$ cat src/rtl/dut_pipe_if.sv
// Stream handshake, error-injection control and status bundle for dut_pipe.
// The master side drives the stream and injection inputs. The slave (pipe) side drives ready and status.
interface dut_pipe_if #(
  parameter int WIDTH = 8,
  parameter int CNT_W = 16
);
  logic             in_valid;
  logic             in_ready;
  logic [WIDTH-1:0] in_data;
  logic             out_valid;
  logic             out_ready;
  logic [WIDTH-1:0] out_data;
  logic             inj_arm;
  logic [CNT_W-1:0] inj_count;
  logic [WIDTH-1:0] inj_mask;
  logic             inj_busy;
  logic             inj_done;
  logic [31:0]      xfer_count;

  modport master (
    output in_valid, in_data, out_ready, inj_arm, inj_count, inj_mask,
    input  in_ready, out_valid, out_data, inj_busy, inj_done, xfer_count
  );

  modport slave (
    input  in_valid, in_data, out_ready, inj_arm, inj_count, inj_mask,
    output in_ready, out_valid, out_data, inj_busy, inj_done, xfer_count
  );
endinterface

$ cat src/rtl/dut_pipe.sv
// Elastic DEPTH-stage valid/ready pipe with a countdown XOR error injector. Latency is DEPTH cycles.
// in_ready is combinational: the pipe fills to DEPTH words under out_ready=0, and a full pipe streams at one word per cycle.
module dut_pipe #(
  parameter int WIDTH = 8,
  parameter int DEPTH = 2,
  parameter int CNT_W = 16
) (
  input logic       clk,
  input logic       reset,
  dut_pipe_if.slave bus
);
  typedef enum logic {IDLE, ARMED} inj_state_e;

  inj_state_e       state_q;
  logic [CNT_W-1:0] rem_q;
  logic [WIDTH-1:0] mask_q;
  logic [31:0]      xfer_q;

  logic [DEPTH-1:0] vld_q, vld_d, ld;
  logic [WIDTH-1:0] dat_q [DEPTH];
  logic [WIDTH-1:0] dat_d [DEPTH];
  logic             in_xfer, out_xfer, fire;

  assign out_xfer = vld_q[DEPTH-1] && bus.out_ready;
  assign in_xfer  = bus.in_valid && ld[0];
  // An arm in the same cycle restarts the countdown, so that transfer is never the corrupted one.
  assign fire     = (state_q == ARMED) && in_xfer && !bus.inj_arm && (rem_q == CNT_W'(1));

  // Stage k may load when it is empty or its word moves on; resolved from the output end backwards.
  always_comb begin : ld_chain
    logic go;
    go = bus.out_ready;
    ld = '0;
    for (int k = DEPTH - 1; k >= 0; k--) begin
      go    = !vld_q[k] || go;
      ld[k] = go;
    end
  end

  always_comb begin
    vld_d = vld_q;
    dat_d = dat_q;
    if (ld[0]) begin
      vld_d[0] = bus.in_valid;
      if (bus.in_valid) dat_d[0] = bus.in_data ^ (fire ? mask_q : '0);
    end
    for (int k = 1; k < DEPTH; k++) begin
      if (ld[k]) begin
        vld_d[k] = vld_q[k-1];
        if (vld_q[k-1]) dat_d[k] = dat_q[k-1];
      end
    end
  end

  always_ff @(posedge clk) begin
    if (reset) begin
      vld_q <= '0;
      for (int k = 0; k < DEPTH; k++) dat_q[k] <= '0;
    end else begin
      vld_q <= vld_d;
      dat_q <= dat_d;
    end
  end

  always_ff @(posedge clk) begin
    if (reset) begin
      state_q <= IDLE;
      rem_q   <= '0;
      mask_q  <= '0;
    end else if (bus.inj_arm) begin
      if (bus.inj_count != '0) begin
        state_q <= ARMED;
        rem_q   <= bus.inj_count;
        mask_q  <= bus.inj_mask;
      end else begin
        state_q <= IDLE;
        rem_q   <= '0;
      end
    end else if (state_q == ARMED && in_xfer) begin
      if (rem_q == CNT_W'(1)) begin
        state_q <= IDLE;
        rem_q   <= '0;
      end else begin
        rem_q <= rem_q - CNT_W'(1);
      end
    end
  end

  always_ff @(posedge clk) begin
    if (reset)         xfer_q <= '0;
    else if (out_xfer) xfer_q <= xfer_q + 32'd1;
  end

  assign bus.in_ready   = ld[0];
  assign bus.out_valid  = vld_q[DEPTH-1];
  assign bus.out_data   = dat_q[DEPTH-1];
  assign bus.inj_busy   = (state_q == ARMED);
  assign bus.inj_done   = fire;
  assign bus.xfer_count = xfer_q;
endmodule

$ cat src/flat_wrapper.sv
// flat-port wrapper written by rule: the top's interface ports become plain ports
module dut_pipe_flat 
#(
  parameter int WIDTH = 8,
  parameter int DEPTH = 2,
  parameter int CNT_W = 16
)
  (clk, reset, bus_in_valid, bus_in_data, bus_out_ready, bus_inj_arm, bus_inj_count, bus_inj_mask, bus_in_ready, bus_out_valid, bus_out_data, bus_inj_busy, bus_inj_done, bus_xfer_count);
  dut_pipe_if #(.WIDTH(WIDTH), .CNT_W(CNT_W)) bus_i ();
  input logic clk;
  input logic reset;
  input wire logic [$bits(bus_i.in_valid)-1:0] bus_in_valid;
  input wire logic [$bits(bus_i.in_data)-1:0] bus_in_data;
  input wire logic [$bits(bus_i.out_ready)-1:0] bus_out_ready;
  input wire logic [$bits(bus_i.inj_arm)-1:0] bus_inj_arm;
  input wire logic [$bits(bus_i.inj_count)-1:0] bus_inj_count;
  input wire logic [$bits(bus_i.inj_mask)-1:0] bus_inj_mask;
  output wire logic [$bits(bus_i.in_ready)-1:0] bus_in_ready;
  output wire logic [$bits(bus_i.out_valid)-1:0] bus_out_valid;
  output wire logic [$bits(bus_i.out_data)-1:0] bus_out_data;
  output wire logic [$bits(bus_i.inj_busy)-1:0] bus_inj_busy;
  output wire logic [$bits(bus_i.inj_done)-1:0] bus_inj_done;
  output wire logic [$bits(bus_i.xfer_count)-1:0] bus_xfer_count;
  assign bus_i.in_valid = bus_in_valid;
  assign bus_i.in_data = bus_in_data;
  assign bus_i.out_ready = bus_out_ready;
  assign bus_i.inj_arm = bus_inj_arm;
  assign bus_i.inj_count = bus_inj_count;
  assign bus_i.inj_mask = bus_inj_mask;
  assign bus_in_ready = bus_i.in_ready;
  assign bus_out_valid = bus_i.out_valid;
  assign bus_out_data = bus_i.out_data;
  assign bus_inj_busy = bus_i.inj_busy;
  assign bus_inj_done = bus_i.inj_done;
  assign bus_xfer_count = bus_i.xfer_count;
  dut_pipe #(.WIDTH(WIDTH), .DEPTH(DEPTH), .CNT_W(CNT_W)) u_core (.clk(clk), .reset(reset), .bus(bus_i));
endmodule
$ cat config.mk
export PLATFORM = sky130hd
export DESIGN_NAME = dut_pipe_flat
export DESIGN_NICKNAME = d
export VERILOG_FILES = /design/src/rtl/dut_pipe_if.sv /design/src/rtl/dut_pipe.sv /design/src/flat_wrapper.sv
export SDC_FILE = /design/constraint.sdc
export NUM_CORES = 1
export LEC_CHECK = 0
export CORE_ASPECT_RATIO = 0.7
export CORE_MARGIN = 4
export CORE_UTILIZATION = 35
export CTS_CLUSTER_DIAMETER = 200
export DETAILED_ROUTE_END_ITERATION = 16
export PLACE_DENSITY = 0.63
export SYNTH_ARGS = -nofsm -noshare
export SYNTH_HDL_FRONTEND = slang
export SYNTH_SLANG_ARGS = --single-unit
$ cat constraint.sdc
create_clock -name clk -period 3.45 [get_ports clk]
set_input_delay 0.8625 -clock clk [delete_from_list [all_inputs] [get_ports clk]]
set_output_delay 0.8625 -clock clk [all_outputs]
set_load 0.005 [all_outputs]
==> Word level (Yosys, flattened, before mapping) <==
Index checks and enable logic that the tools add are counted.
{ "word_totals": {"reg_bits": 75, "inputBits": 37, "output_inout_bits": 44, "wordCells": 38} }
{ "classes": {"add_sub_neg": 2, "n_eq_ne": 1, "mux": 9, "n_bitwise": 1, "reduce_logical": 17} }
{ "op_table": {"columns": ["op", "n"], "rows": [
  ["$mux W16", 4],
  ["$add A32 B1 Y32 const B", 1],
  ["$eq A16 B1 Y1 const B", 1],
  ["$reduce_bool A16 Y1", 1],
  ["$sub A16 B1 Y16 const B", 1],
  ["$mux W8", 1],
  ["$reduce_and A2 Y1", 4],
  ["$xor A8 B8 Y8", 1],
  ["$logic_and A1 B1 Y1", 5],
  ["$mux W1", 4],
  ["$reduce_bool A2 Y1", 2],
  ["$logic_not A1 Y1", 3],
  ["$logic_or A1 B1 Y1", 2]
]} }

==> Longest topological paths before layout <==
{ "depth": {"ltp_word": 9, "depth_mapped": 9, "depth_no_buf": 7} }

==> Worst setup path after synthesis <==
OpenSTA, ideal clock, no wires.
{ "synth_path": {"path_kind": "input to output", "start": "input port bus_out_ready", "end": "output port bus_inj_done", "arrival_ns": 1.966, "required_time_ns": 2.588, "setup_slack_ns": 0.622, "path_stages": 4, "n_path_buf": 1, "cell_sequence": "buf_2 -> and3b_1 -> nor3_1 -> and2_1"} }
{ "synth_between": {"elab_chain_len": 6} }
{ "synth_rtl": {"columns": ["item", "line_no", "source"], "rows": [
  ["from (decl)", "flat_wrapper.sv:14", "input wire logic [$bits(bus_i.out_ready)-1:0] bus_out_ready;"],
  ["$logic_or A1 B1 Y1 (2 in series)", "dut_pipe.sv:35", "go = !vld_q[k] || go;"],
  ["$logic_and A1 B1 Y1", "dut_pipe.sv:25", "assign in_xfer = bus.in_valid && ld[0];"],
  ["$logic_and A1 B1 Y1 (3 in series)", "dut_pipe.sv:27", "assign fire = (state_q == ARMED) && in_xfer && !bus.inj_arm && (rem_q == CNT_W'(1));"],
  ["to (decl)", "flat_wrapper.sv:22", "output wire logic [$bits(bus_i.inj_done)-1:0] bus_inj_done;"]
]} }
Every way passes these cells.

==> Worst setup path in the final report <==
Ends and elaborated chain as after synthesis.

==> flow_summary.toml <==
[grt]
gr-total-overflow = 0
antenna_found_initial = 0
grtUsageTotal = 0.167
grt_pass1_vias = 3144
grt_pass1_wl_um = 16200
grt_max_degree = 38

[layout]
syn_to_final_growth_pct = 31.3
final_cell_mix = "79 x clkdlybuf4s50_1, 75 x dfxtp_1, 62 x nor2_1"
final_common_cell = "clkdlybuf4s50_1"
fin_nets = 541
diodes = 0
fill_cells = 920
drive_above_1_share = 0.0693
layoutNonFillerInstCount = 633

[placed_design]
gp_congestion = 0.847
dp.cells = 618
hpwl_um = 7240
port_buffers = 80

[sta]
period_needed_ns = 3.32
fmax_mhz = 301
rsz0062_at_grt = "false"
finalClockSkew_ns = 0.00660
period_share = 0.963
max-slew-margin-rel = 0.519
tns_ns = 0
hold_viol = 0
tightest_slew_ns = 0.716
finalMaxSlewViolations = 0
finalSetupViolations = 0

[pwr]
p_per_area_nw_per_um2 = 446
p_leak_nw = 1.77
ir_drop_v = 0.000286

[logic_synthesis]
synth.net_count = 470
synth_edf_count = 0
yosysSeqAreaShare = 0.409
synthArstFlopShare = 0
syn_area_um2 = 3670
syn_avg_cell_area_um2 = 8.54
yosysWarnings = 0
syn_inst = 430
synthFlopType = "dfxtp_1"
ys_ff_latch = 75
yosysUniqueCellTypes = 56

[cts]
htreeDepth = 3
clock_path_buffers = 2
postCtsSetupBuffers = 0
cts-root-buf = "clkbuf_16"
cts_sinks = 75
tritoncts = "built"
cts.reportedPaths.clkPinSlew_ns = 0.05
clock_latency_ns = 0.33
ctsResizeCount = 0
cts_made_buffers = 9
hold_buffers = 0

[critical_path]
slowest_stage = "clkdlybuf4s50_1"
cp_cell_sequence = "clkdlybuf4s50_1 -> and3b_1 -> nor3_1 -> and2_1 -> clkdlybuf4s50_1"
startpoint_type = "input pin"
endpoint_kind = "output pin"
path_max_fanout = 4
cp.required_ns = 2.59
worstSetupPathType = "input pin to output pin"
worst_ep_arrival_time_ns = 2.46
crit_top_cell = "clkdlybuf4s50_1"
reg2reg_slack_ns = 1.10
cpPeakStageDelay_ns = 0.49

[die]
pin_count = 81
fp.dieW_um = 130
fp-row-count = 30
die_y_um = 93.7
start_util = 0.369
dieArea_um2 = 12200
core_area_um2 = 9950

[min_path]
hold_path_class = "register to register"

[drt]
drtPass1Iterations = 5
antenna_left = 0
drc = 0
drt_wl_total_um = 10100
vias = 3326
routedWlPerCell_um = 15.9
drtIter0Drc = 226
via_per_inst = 5.25

[outcome]
run_status = "completed"

[flow_run]
maxCapViolations = 0
## worst max-delay path: cells and delay by family
kind                   cells  cell delay (ns)
AND/OR/NAND/NOR            3             0.63
buffers and inverters      2             0.96
## synthesized netlist by cell type (7+ instances only)
cell type / count / area, um2
inv_1: 12 / 45.0
clkbuf_1: 10 / 37.5
nor2_1: 62 / 233
nand4_1: 12 / 75.1
nor4_1: 8 / 50.1
or4_1: 7 / 52.6
dfxtp_1: 75 / 1500
xnor2_1: 10 / 87.6
nand2_1: 26 / 97.6
o21ai_0: 20 / 100
mux2i_1: 18 / 180
nand3_1: 22 / 110
and4_1: 8 / 70.1
xor2_1: 24 / 210
buf_4: 9 / 67.6
a21oi_1: 12 / 60.1
nor3_1: 20 / 100
## layout make-up
cell class	instances	area, um2	share of cell area
timing repair buffer	91	878	0.182
multi-input combinational	312	1920	0.399
inverter	12	45.0	0.00934
sequential	75	1500	0.311
clock inverter	5	77.6	0.0161
tap	128	160	0.0332
clock buffer	10	239	0.0495
## kinds of logic (layout without fill, tap and decap cells)
| group | after synthesis | after routing | synth area share |
|---|---|---|---|
| xor gates and xnor gates | 34 | 34 | 0.0811 |
| and+or+nand+nor | 194 | 194 | 0.273 |
| AOI/OAI and AO/OA | 63 | 63 | 0.110 |
| DFF | 75 | 75 | 0.409 |
| adders and majority gates | 3 | 3 | 0.0102 |
| muxes | 18 | 18 | 0.0490 |
| buffers and inverters | 43 | 118 | 0.0678 |
## metrics by stage
| step | cell area (um2) | setup slack, ns | utilization | hold slack, ns | power [mW] |
|---|---|---|---|---|---|
| CTS | 4820 | 0.123 | 0.485 | 0.457 | 2.17 |
| global placement | 4510 | 0.132 | 0.453 | 0.436 | 1.16 |
| floorplan | 3670 | 0.622 | - | 0.424 | 1.07 |
| global route | 4820 | 0.0188 | 0.485 | 0.488 | 2.24 |
| finish | 4820 | 0.129 | 0.485 | 0.452 | 2.15 |
| detailed placement | 4510 | 0.123 | 0.453 | 0.444 | 1.16 |
## state kept, by name, summed over array words and instances, names as in the netlist
signal,cells
u_core.mask_q,8
u_core.bus.inj_busy,1
u_core.vld_q,2
u_core.rem_q,16
u_core.bus.xfer_count,32
u_core.dat_q,8
u_core.bus.out_data,8
## worst paths after layout
check / start / endpoint / depth (start not counted)
worst max-delay path: bus_out_ready / bus_inj_done / 5
worst max register to register: u_core.rem_q[4] / u_core.rem_q[13] / 6
worst min-delay path: u_core.dat_q[12] / u_core.dat_q[12] / 2
worst min register to register: u_core.dat_q[12] / u_core.dat_q[12] / 2
## layer usage
| metal | routed length, um | track usage | share of wire | vias up |
|---|---|---|---|---|
| met4 | 119 | 0.0445 | 0.012 | 0 |
| met1 | 5090 | 0.246 | 0.51 | 1550 |
| met2 | 4310 | 0.241 | 0.43 | 87 |
| met5 | 0 | 0 | 0 | - |
| met3 | 554 | 0.0426 | 0.055 | 10 |
| li1 | - | - | - | 1679 |
## where the power goes
group | total (mW) | leakage, nW | switching, mW | internal [mW]
combinational | 0.223 | 1.01 | 0.116 | 0.108
sequential | 0.926 | 0.612 | 0.0291 | 0.897
clock | 1.00 | 0.154 | 0.355 | 0.646
total | 2.15 | 1.77 | 0.499 | 1.65
Note: power is estimated with default switching activity, not from simulation.
